$ cat src/rtl/sram_stream_pkg.sv
// sram_stream_pkg: shared types and constants for the SRAM streamer.
// Optional write path is enabled by defining SRAM_STREAM_WR_EN.
package sram_stream_pkg;

  // Controller states; WRITE is only reachable when SRAM_STREAM_WR_EN is defined.
  typedef enum logic [1:0] {
    IDLE   = 2'd0,
    READ   = 2'd1,
    WRITE  = 2'd2,
    FINISH = 2'd3
  } state_t;

  // Skid FIFO depth and the width of its occupancy counter.
  localparam int SRAM_STREAM_FIFO_DEPTH = 2;
  localparam int SRAM_STREAM_CNT_W      = 2;

  // Words held after this cycle: buffered + arriving from the SRAM - leaving downstream.
  function automatic logic [2:0] stream_occupancy(
    input logic [SRAM_STREAM_CNT_W-1:0] count,
    input logic                         inflight,
    input logic                         pop
  );
    return {1'b0, count} + {2'b00, inflight} - {2'b00, pop};
  endfunction

endpackage

$ cat src/rtl/sram_stream_if.sv
// sram_stream_if: command, read-stream, optional write-stream and SRAM bus
// of the streamer. The write-stream signals exist only with SRAM_STREAM_WR_EN.
interface sram_stream_if #(
  parameter int ADDR_WIDTH = 4,
  parameter int DATA_WIDTH = 16,
  parameter int LEN_WIDTH  = ADDR_WIDTH + 1
) ();

  logic                  cmd_valid;
  logic                  cmd_ready;
  logic [ADDR_WIDTH-1:0] cmd_addr;
  logic [LEN_WIDTH-1:0]  cmd_len;
`ifdef SRAM_STREAM_WR_EN
  logic                  cmd_wr;
  logic                  in_valid;
  logic                  in_ready;
  logic [DATA_WIDTH-1:0] in_data;
`endif
  logic                  out_valid;
  logic                  out_ready;
  logic [DATA_WIDTH-1:0] out_data;
  logic                  out_last;
  logic                  busy;
  logic                  done;
  logic [ADDR_WIDTH-1:0] sram_addr;
  logic [DATA_WIDTH-1:0] sram_din;
  logic                  sram_wr;
  logic [DATA_WIDTH-1:0] sram_qout;

`ifdef SRAM_STREAM_WR_EN
  modport slave (
    input  cmd_valid, cmd_addr, cmd_len, cmd_wr, in_valid, in_data, out_ready, sram_qout,
    output cmd_ready, in_ready, out_valid, out_data, out_last, busy, done,
           sram_addr, sram_din, sram_wr
  );
  modport master (
    output cmd_valid, cmd_addr, cmd_len, cmd_wr, in_valid, in_data, out_ready, sram_qout,
    input  cmd_ready, in_ready, out_valid, out_data, out_last, busy, done,
           sram_addr, sram_din, sram_wr
  );
`else
  modport slave (
    input  cmd_valid, cmd_addr, cmd_len, out_ready, sram_qout,
    output cmd_ready, out_valid, out_data, out_last, busy, done,
           sram_addr, sram_din, sram_wr
  );
  modport master (
    output cmd_valid, cmd_addr, cmd_len, out_ready, sram_qout,
    input  cmd_ready, out_valid, out_data, out_last, busy, done,
           sram_addr, sram_din, sram_wr
  );
`endif

endinterface

$ cat src/rtl/sram_stream_skid.sv
// sram_stream_skid: 2-entry shift FIFO that absorbs the SRAM read latency.
// Entry 0 is always the head. Each entry carries a last-word flag.
// Independent of SRAM_STREAM_WR_EN.
module sram_stream_skid
  import sram_stream_pkg::*;
#(
  parameter int DATA_WIDTH = 16
) (
  input  logic                         clk,
  input  logic                         rst_n,
  input  logic                         push,
  input  logic [DATA_WIDTH-1:0]        push_data,
  input  logic                         push_last,
  input  logic                         pop,
  output logic [SRAM_STREAM_CNT_W-1:0] count,
  output logic [DATA_WIDTH-1:0]        head_data,
  output logic                         head_last
);

  logic [SRAM_STREAM_CNT_W-1:0] count_r;
  logic [DATA_WIDTH-1:0]        data0_r, data1_r;
  logic                         last0_r, last1_r;

  assign count     = count_r;
  assign head_data = data0_r;
  assign head_last = last0_r;

  // Shift-register FIFO: a pop moves entry 1 to the head, a push fills the first free slot.
  always_ff @(posedge clk) begin
    if (!rst_n) begin
      count_r <= '0;
      data0_r <= '0;
      data1_r <= '0;
      last0_r <= 1'b0;
      last1_r <= 1'b0;
    end else begin
      case ({push, pop})
        2'b10: begin
          if (count_r == 2'd0) begin
            data0_r <= push_data;
            last0_r <= push_last;
          end else begin
            data1_r <= push_data;
            last1_r <= push_last;
          end
          count_r <= count_r + 2'd1;
        end
        2'b01: begin
          data0_r <= data1_r;
          last0_r <= last1_r;
          count_r <= count_r - 2'd1;
        end
        2'b11: begin
          if (count_r == 2'd1) begin
            data0_r <= push_data;
            last0_r <= push_last;
          end else begin
            data0_r <= data1_r;
            last0_r <= last1_r;
            data1_r <= push_data;
            last1_r <= push_last;
          end
        end
        default: begin
          count_r <= count_r;
        end
      endcase
    end
  end

endmodule

$ cat src/rtl/sram_stream.sv
// sram_stream: turns (addr, len) commands into consecutive single-port SRAM
// reads and presents the words as a valid/ready stream with a last flag.
// Define SRAM_STREAM_WR_EN to add write commands fed by an input stream.
module sram_stream
  import sram_stream_pkg::*;
#(
  parameter int ADDR_WIDTH = 4,
  parameter int DATA_WIDTH = 16,
  parameter int LEN_WIDTH  = ADDR_WIDTH + 1
) (
  input logic          clk,
  input logic          rst_n,
  sram_stream_if.slave bus
);

  state_t                       state_r, state_nx_s;
  logic [ADDR_WIDTH-1:0]        ptr_r;
  logic [ADDR_WIDTH-1:0]        addr_hold_r;
  logic [LEN_WIDTH-1:0]         remain_r;
  logic                         inflight_r;
  logic                         inflight_last_r;
  logic                         cmd_hs_s;
  logic                         cmd_is_wr_s;
  logic                         issue_s;
  logic                         wr_hs_s;
  logic                         pop_s;
  logic                         fifo_valid_s;
  logic [SRAM_STREAM_CNT_W-1:0] fifo_count_s;
  logic [DATA_WIDTH-1:0]        head_data_s;
  logic                         head_last_s;

  assign bus.cmd_ready = (state_r == IDLE);
  assign bus.busy      = (state_r != IDLE);
  assign bus.done      = (state_r == FINISH);
  assign cmd_hs_s      = bus.cmd_valid & bus.cmd_ready;

  assign fifo_valid_s  = (fifo_count_s != 2'd0);
  assign pop_s         = fifo_valid_s & bus.out_ready;
  assign bus.out_valid = fifo_valid_s;
  assign bus.out_data  = head_data_s;
  assign bus.out_last  = fifo_valid_s & head_last_s;

`ifdef SRAM_STREAM_WR_EN
  assign cmd_is_wr_s  = bus.cmd_wr;
  assign bus.in_ready = (state_r == WRITE) && (remain_r != '0);
  assign wr_hs_s      = bus.in_ready & bus.in_valid;
  assign bus.sram_wr  = wr_hs_s;
  assign bus.sram_din = wr_hs_s ? bus.in_data : '0;
`else
  assign cmd_is_wr_s  = 1'b0;
  assign wr_hs_s      = 1'b0;
  assign bus.sram_wr  = 1'b0;
  assign bus.sram_din = '0;
`endif

  // The address only moves on an actual access; otherwise the last one is held.
  assign bus.sram_addr = (issue_s | wr_hs_s) ? ptr_r : addr_hold_r;

  // Next-state and read-issue decision; a read is issued only if its word is sure to have a FIFO slot.
  always_comb begin
    state_nx_s = state_r;
    issue_s    = 1'b0;
    case (state_r)
      IDLE: begin
        if (cmd_hs_s) begin
          if (bus.cmd_len == '0) begin
            state_nx_s = FINISH;
          end else if (cmd_is_wr_s) begin
            state_nx_s = WRITE;
          end else begin
            state_nx_s = READ;
          end
        end else begin
          state_nx_s = state_r;
        end
      end
      READ: begin
        issue_s = (remain_r != '0) &&
                  (stream_occupancy(fifo_count_s, inflight_r, pop_s) < 3'(SRAM_STREAM_FIFO_DEPTH));
        if (pop_s && head_last_s) begin
          state_nx_s = FINISH;
        end else begin
          state_nx_s = state_r;
        end
      end
`ifdef SRAM_STREAM_WR_EN
      WRITE: begin
        if (wr_hs_s && (remain_r == LEN_WIDTH'(1))) begin
          state_nx_s = FINISH;
        end else begin
          state_nx_s = state_r;
        end
      end
`endif
      FINISH: begin
        state_nx_s = IDLE;
      end
      default: begin
        state_nx_s = IDLE;
      end
    endcase
  end

  // State register.
  always_ff @(posedge clk) begin
    if (!rst_n) begin
      state_r <= IDLE;
    end else begin
      state_r <= state_nx_s;
    end
  end

  // Command pointer/counter and read-latency tracking; the pointer wraps at the SRAM depth.
  always_ff @(posedge clk) begin
    if (!rst_n) begin
      ptr_r           <= '0;
      remain_r        <= '0;
      addr_hold_r     <= '0;
      inflight_r      <= 1'b0;
      inflight_last_r <= 1'b0;
    end else begin
      if (cmd_hs_s) begin
        ptr_r    <= bus.cmd_addr;
        remain_r <= bus.cmd_len;
      end else if (issue_s || wr_hs_s) begin
        ptr_r    <= ptr_r + ADDR_WIDTH'(1);
        remain_r <= remain_r - LEN_WIDTH'(1);
      end else begin
        ptr_r    <= ptr_r;
        remain_r <= remain_r;
      end
      if (issue_s || wr_hs_s) begin
        addr_hold_r <= ptr_r;
      end else begin
        addr_hold_r <= addr_hold_r;
      end
      inflight_r      <= issue_s;
      inflight_last_r <= issue_s && (remain_r == LEN_WIDTH'(1));
    end
  end

  sram_stream_skid #(
    .DATA_WIDTH (DATA_WIDTH)
  ) u_skid (
    .clk       (clk),
    .rst_n     (rst_n),
    .push      (inflight_r),
    .push_data (bus.sram_qout),
    .push_last (inflight_last_r),
    .pop       (pop_s),
    .count     (fifo_count_s),
    .head_data (head_data_s),
    .head_last (head_last_s)
  );

endmodule

$ cat src/flat_wrapper.sv
// flat-port wrapper written by rule: the top's interface ports become plain ports
module sram_stream_flat import sram_stream_pkg::*;
#(
  parameter int ADDR_WIDTH = 4,
  parameter int DATA_WIDTH = 16,
  parameter int LEN_WIDTH  = ADDR_WIDTH + 1
)
  (clk, rst_n, bus_cmd_valid, bus_cmd_addr, bus_cmd_len, bus_out_ready, bus_sram_qout, bus_cmd_ready, bus_out_valid, bus_out_data, bus_out_last, bus_busy, bus_done, bus_sram_addr, bus_sram_din, bus_sram_wr);
  sram_stream_if #(.ADDR_WIDTH(ADDR_WIDTH), .DATA_WIDTH(DATA_WIDTH), .LEN_WIDTH(LEN_WIDTH)) bus_i ();
  input logic clk;
  input logic rst_n;
  input wire logic [$bits(bus_i.cmd_valid)-1:0] bus_cmd_valid;
  input wire logic [$bits(bus_i.cmd_addr)-1:0] bus_cmd_addr;
  input wire logic [$bits(bus_i.cmd_len)-1:0] bus_cmd_len;
  input wire logic [$bits(bus_i.out_ready)-1:0] bus_out_ready;
  input wire logic [$bits(bus_i.sram_qout)-1:0] bus_sram_qout;
  output wire logic [$bits(bus_i.cmd_ready)-1:0] bus_cmd_ready;
  output wire logic [$bits(bus_i.out_valid)-1:0] bus_out_valid;
  output wire logic [$bits(bus_i.out_data)-1:0] bus_out_data;
  output wire logic [$bits(bus_i.out_last)-1:0] bus_out_last;
  output wire logic [$bits(bus_i.busy)-1:0] bus_busy;
  output wire logic [$bits(bus_i.done)-1:0] bus_done;
  output wire logic [$bits(bus_i.sram_addr)-1:0] bus_sram_addr;
  output wire logic [$bits(bus_i.sram_din)-1:0] bus_sram_din;
  output wire logic [$bits(bus_i.sram_wr)-1:0] bus_sram_wr;
  assign bus_i.cmd_valid = bus_cmd_valid;
  assign bus_i.cmd_addr = bus_cmd_addr;
  assign bus_i.cmd_len = bus_cmd_len;
  assign bus_i.out_ready = bus_out_ready;
  assign bus_i.sram_qout = bus_sram_qout;
  assign bus_cmd_ready = bus_i.cmd_ready;
  assign bus_out_valid = bus_i.out_valid;
  assign bus_out_data = bus_i.out_data;
  assign bus_out_last = bus_i.out_last;
  assign bus_busy = bus_i.busy;
  assign bus_done = bus_i.done;
  assign bus_sram_addr = bus_i.sram_addr;
  assign bus_sram_din = bus_i.sram_din;
  assign bus_sram_wr = bus_i.sram_wr;
  sram_stream #(.ADDR_WIDTH(ADDR_WIDTH), .DATA_WIDTH(DATA_WIDTH), .LEN_WIDTH(LEN_WIDTH)) u_core (.clk(clk), .rst_n(rst_n), .bus(bus_i));
endmodule
$ cat config.mk
export PLATFORM = sky130hd
export DESIGN_NAME = sram_stream_flat
export DESIGN_NICKNAME = d
export VERILOG_FILES = /design/src/rtl/sram_stream_pkg.sv /design/src/rtl/sram_stream_if.sv /design/src/rtl/sram_stream_skid.sv /design/src/rtl/sram_stream.sv /design/src/flat_wrapper.sv
export SDC_FILE = /design/constraint.sdc
export NUM_CORES = 1
export LEC_CHECK = 0
export ABC_AREA = 1
export CORE_ASPECT_RATIO = 0.7
export CORE_MARGIN = 5
export CORE_UTILIZATION = 57
export DETAILED_ROUTE_END_ITERATION = 8
export DONT_BUFFER_PORTS = 1
export PLACE_DENSITY = 0.72
export SKIP_CTS_REPAIR_TIMING = 1
export SYNTH_ARGS = -nofsm -noshare
export SYNTH_HDL_FRONTEND = slang
export SYNTH_SLANG_ARGS = --single-unit
export TNS_END_PERCENT = 10
$ cat constraint.sdc
create_clock -name clk -period 2.8 [get_ports clk]
set_input_delay 0.42 -clock clk [delete_from_list [all_inputs] [get_ports clk]]
set_output_delay 0.42 -clock clk [all_outputs]
set_load 0.05 [all_outputs]
# == Yosys cells after proc, flatten, opt, wreduce, memory -nomap -nowiden ==
# Index checks and enable logic that the tools add are counted.
# totals
regBits,53
latchBits,0
ramBits,0
romBits,0
input_bits,29
out_inout_bits,42
memories,0
# classes
addsub,6
mul,0
div_mod_pow,0
magnitude_cmp,1
eq_ne,12
n_shift,0
n_mux,23
bitwise_logic,3
reduce_logical,16
# ops
operator,count
$mux 16,4
$pmux 16 s3,1
$pmux 16 s2,1
$mux 4,3
$mux 5,2
$reduce_bool 2->1,5
$ne 2x2->1 const B,4
$pmux 2 s2,2
$eq 2x1->1 const B,3
$eq 2x2->1 const B,3
$mux 2,3
$eq 5x1->1 const B,1
$logic_not 5->1,1
$mux 1,5
$reduce_bool 5->1,1
$sub 5x1->5 const B,1
$add 4x1->4 const B,1
$logic_not 2->1,2
$reduce_and 2->1,2
$add 2x1->3,1
$and 1x1->1,3
$logic_and 1x1->1,3
$lt 3x2->1 const B,1
$pmux 1 s3,1
7 further kinds,7

# == Longest topological paths before layout ==
# depth
word_depth,8
ltp_mapped,17
ltp_nobuf,17

# == Cells and area by module ==
# From an unflattened synthesis, not the netlist that was laid out.
# hier_totals
cells_unflattened,444
area_unflattened_um2,3130.5
# by_module_without_submodules
module,instances,cells_per_inst,area_each_um2,seq_area_each_um2
sram_stream_skid,1,273,1899.3,720.7
sram_stream,1,171,1231.2,340.3

# == Worst setup path after synthesis ==
# OpenSTA, ideal clock, no wires.
# synth_path
kind,reg-to-output
start,register u_core.u_skid.count_r[1] (netlist: u_core.u_skid.count[1])
end,output bus_sram_addr[0]
arrival_time_ns,2.855
setup_slack_ns,-0.475
path_stages_with_launch,16
cell_sequence,dfxtp_1 inv_1 ha_1 inv_2 nand2_2 inv_1 ha_1 nor2_1 inv_1 fa_1 nand3_2 nor2_4 nand2_4 buf_8 nand2_1 nand2_1
# synth_via
elab_chain_len,7
# synth_lines
item,line,rtl
start: declaration,sram_stream_skid.sv:20,logic [SRAM_STREAM_CNT_W-1:0] count_r;
start signal: assignment,sram_stream_skid.sv:46,count_r <= count_r + 2'd1;
start signal: assignment,sram_stream_skid.sv:51,count_r <= count_r - 2'd1;
start signal: assignment,sram_stream_skid.sv:65,count_r <= count_r;
$reduce_bool 2->1,sram_stream.sv:37,assign fifo_valid_s = (fifo_count_s != 2'd0);
via bus_out_valid,flat_wrapper.sv:18,output wire logic [$bits(bus_i.out_valid)-1:0] bus_out_valid;
$and 1x1->1,sram_stream.sv:38,assign pop_s = fifo_valid_s & bus.out_ready;
$sub 3x1->3,sram_stream_pkg.sv:23,"return {1'b0, count} + {2'b00, inflight} - {2'b00, pop};"
$lt 3x2->1,sram_stream.sv:79,"(stream_occupancy(fifo_count_s, inflight_r, pop_s) < 3'(SRAM_STREAM_FIFO_DEPTH));"
$logic_and 1x1->1,sram_stream.sv:78,issue_s = (remain_r != '0) &&
$mux 1,sram_stream.sv:63,case (state_r)
$mux 4,sram_stream.sv:57,assign bus.sram_addr = (issue_s | wr_hs_s) ? ptr_r : addr_hold_r;
end: declaration,flat_wrapper.sv:23,output wire logic [$bits(bus_i.sram_addr)-1:0] bus_sram_addr;
# The timed path passes the listed nets, and every way through them passes these cells.

# == Final worst setup path ==
# layout_path
start,register u_core.u_skid.count_r[0] (netlist: u_core.u_skid.count[0])
end,output bus_sram_addr[1]
# layout_via
elab_chain_len,7
# layout_lines
item,line
"parallel branches: the longest is 2 deep, another holds $add 2x1->3",-
$sub 3x1->3 *,sram_stream_pkg.sv:23
$lt 3x2->1 *,sram_stream.sv:79
$logic_and 1x1->1 *,sram_stream.sv:78
$mux 1 *,sram_stream.sv:63
$mux 4 *,sram_stream.sv:57
# Mark *: on every way between the ends.

==> impl_results.md <==
* Status: finished with violations
* Failing checks: negative setup slack
* Area Growth Syn to Fin at 9.18%
* Crit Path Class: reg2out
* Clk_lat worst skew at ~300 ps
* Post-route ant nets at 0
* Clk sinks at 53
* Vias post-DR at between 2k and 2.5k
* Reg power frac at 0.428
* Vias per inst at 5.13
* Simple-Gate Fraction of Synth Area at 0.169
* Critical Path Slowest Stage Cell: fa_1
* Crit path DAT at roughly 2600 ps
* Final wirelength at between 6000 and 7000 um
* Prevailing post-synth register cell: dfxtp_1
* Initial antenna violation count at 0
* Diode count at 0
* Pwr/cell area at roughly 1200 nW/um^2
* Reg clk slew, reported paths at roughly 90 ps
* Delay of the slowest cell on the worst path at 520 ps
* Ys async rst share at 0
* Core Region at around 4800 um^2
* Ranking of synthesized cells by area: dfxtp_1, o21ai_0, inv_1, nand3_1, buf_4
* Startpoint type of the worst setup path: register
* Worst-margin pin slew at about 550 ps
* Hold Path Class: in2reg
* Library cells used by synthesis at 31
* Switching part of the total at 0.493
* Setup slack after layout at -251 ps
* Sequential area share after synthesis at 0.382
* CP cell instances: inv_4 -> ha_4 -> inv_8 -> nand2_8 -> inv_4 -> ha_4 -> nor2_4 -> inv_2 -> fa_1 -> nand3_2 -> nor2_4 -> nand2_4 -> o21ai_4 -> clkinv_4
* Post-synth top area share at 0.382
* Vias in the first global route at about 1.9k
* WP buf/inv at 5
* Layout Skew at around 6.2 ps
* Number of synthesized flops with an enable pin at 0
* Max Cap Violations at 0
* Largest net degree at the start of global routing at between 40 and 50
* Post-Route Setup TNS at -898 ps
* Synth Area in Adders at 0.0432
* Highest ir drop seen on vdd at 0.000716 V
* CP top delay family: adder cells
* Place WS at -75.7 ps
* GPL Wtd Cong at roughly 0.87
* Total grt overflow at 0
* Synth Area in XOR/XNOR at 0.0126
* Layout Utilization at 0.638
* Post-DP HPWL at between 4000 and 5000 um
* Netlist Area Pre-Place at between 2000 and 3000 um^2
* Final hold violation count at 0
* FMAX at about 0.33 GHz
* Synth area leader: dfxtp_1
* First-pass GRT wire length at between 9000 and 10000 um
* Compound-Gate Fraction of Synth Area at 0.224
* CTS tree: yes
* IO Pins at between 70 and 80
* All-Layer GR Usage at 0.189
* Port buffer count at 0
* TritonCTS buffer count at 5
* #FFs+latches synth at 53
* Nets at a little over 400
* Commonest non-fill, non-tap cells in the layout: o21ai_0, inv_1, dfxtp_1, nand2_1, nand3_1
* Die area at approximately 6400 um^2
* Mux contribution to synthesized area at 0
* Gate count of the mapped netlist at 370
* Tmin final at 3050 ps
* Required time worst endpoint at between 2000 and 2500 ps
* Commonest non-fill, non-tap cell in the layout: o21ai_0
* Clock H-tree levels at 2
* Syn avg cell area at roughly 7.5 um^2
* Max-slew violations at 0
* Initial core utilization at 0.585
* Layout cells sized above 1 at 0.160
* RSZ-0062 raised after global routing: true
* Syn. warnings at 0
* Internal power at between 0.0015 and 0.002 W
* WL/cell at roughly 14 um
* Final Setup Violations at 4
* Psw at between 0.0015 and 0.002 W
* Crit path max fanout at 8
* Main combinational cell family by area after synthesis: compound AO/OA/AOI/OAI gates
* Slew HR at 0.629
* Residual DRC at 0
* Clk Tree Root Cell: clkbuf_8
* Site Rows at 21
* Initial DRT Pass Iterations at 4
* Die Y at a little under 70 um
* CTS Buffer Depth at 2
* Pleak at ~1.4 nW
* Number of DRC markers in iteration 0 at between 100 and 150
* Worst hold slack at 262 ps
* Clk network pwr share at 0.141
* Tcrit/Tclk final at 1.09
* Die width at 93.5 um
* Pwr Total at between 0.003 and 0.004 W
* Worst setup EP type: primary output
* Comb power frac at 0.431
-- worst paths after layout --
path,to,start,slack (ps),depth (start not counted)
max,bus_sram_addr[1],u_core.u_skid.count[0]$_SDFFE_PN0N_,-250,14
min,u_core.u_skid.data1_r[8]$_SDFFE_PN0P_,rst_n,260,2
max reg2reg,u_core.remain_r[1]$_SDFFE_PN0P_,u_core.u_skid.count[0]$_SDFFE_PN0N_,160,17
min reg2reg,u_core.u_skid.data1_r[15]$_SDFFE_PN0P_,u_core.u_skid.data1_r[15]$_SDFFE_PN0P_,450,2
-- Yosys cell counts (all sizes together), types with 2 or more instances --
master and count:
o21ai 64, nand3 32, inv 64, nand2 39, xor2 3, buf 26
clkbuf 6, nor3 2, o21bai 19, a21oi 26, nor2 23, ha 8
dfxtp 53
-- sequential cells by signal, summed over array words and instances (netlist names) --
register,count
u_core.u_skid.last1_r,1
u_core.addr_hold_r,4
u_core.ptr_r,4
u_core.inflight_r,1
u_core.u_skid.head_data,16
u_core.u_skid.count,2
u_core.u_skid.data1_r,16
u_core.inflight_last_r,1
u_core.remain_r,5
u_core.state_r,2
u_core.u_skid.head_last,1
-- per-layer routing --
metal,vias to the layer above,wire length [um],global-route usage
met2,67,2750,0.287
li1,1167,-,-
met4,0,40,0.0494
met1,1036,2810,0.254
met3,4,585,0.0703
met5,-,0,0
-- through the flow --
step,cell area (um^2),instances
floorplan,2890,386
global placement,2790,429
detailed placement,2790,429
CTS,2900,436
global route,3040,443
finish,3040,443
-- cell type report --
type / instances / area [um^2]
Fill cell: 437 / 1720
Multi-Input combinational cell: 237 / 1420
Sequential cell: 53 / 1070
Inverter: 64 / 263
Timing Repair Buffer: 13 / 101
Tap cell: 69 / 86.3
Clock buffer: 5 / 68.8
Clock inverter: 2 / 35.0
-- power by group through the flow --
stage	clock (W)	combinational, W	sequential, W
2_1_floorplan	0	0.00116	0.00147
3_3_place_gp	0	0.00129	0.00151
3_5_place_dp	0	0.00133	0.00151
4_1_cts	0.000506	0.00134	0.00149
5_1_grt	0.000538	0.00166	0.00153
6_report	0.000494	0.00151	0.00150
-- cells by family after synthesis --
logic type | after synthesis
buffers and inverters | 96
flip-flops | 53
other | 1
adder cells (fa/ha/maj) | 9
XOR/XNOR | 4
AND/OR/NAND/NOR | 96
AO/OA/AOI/OAI | 111
(Power assumes the default switching activity.)
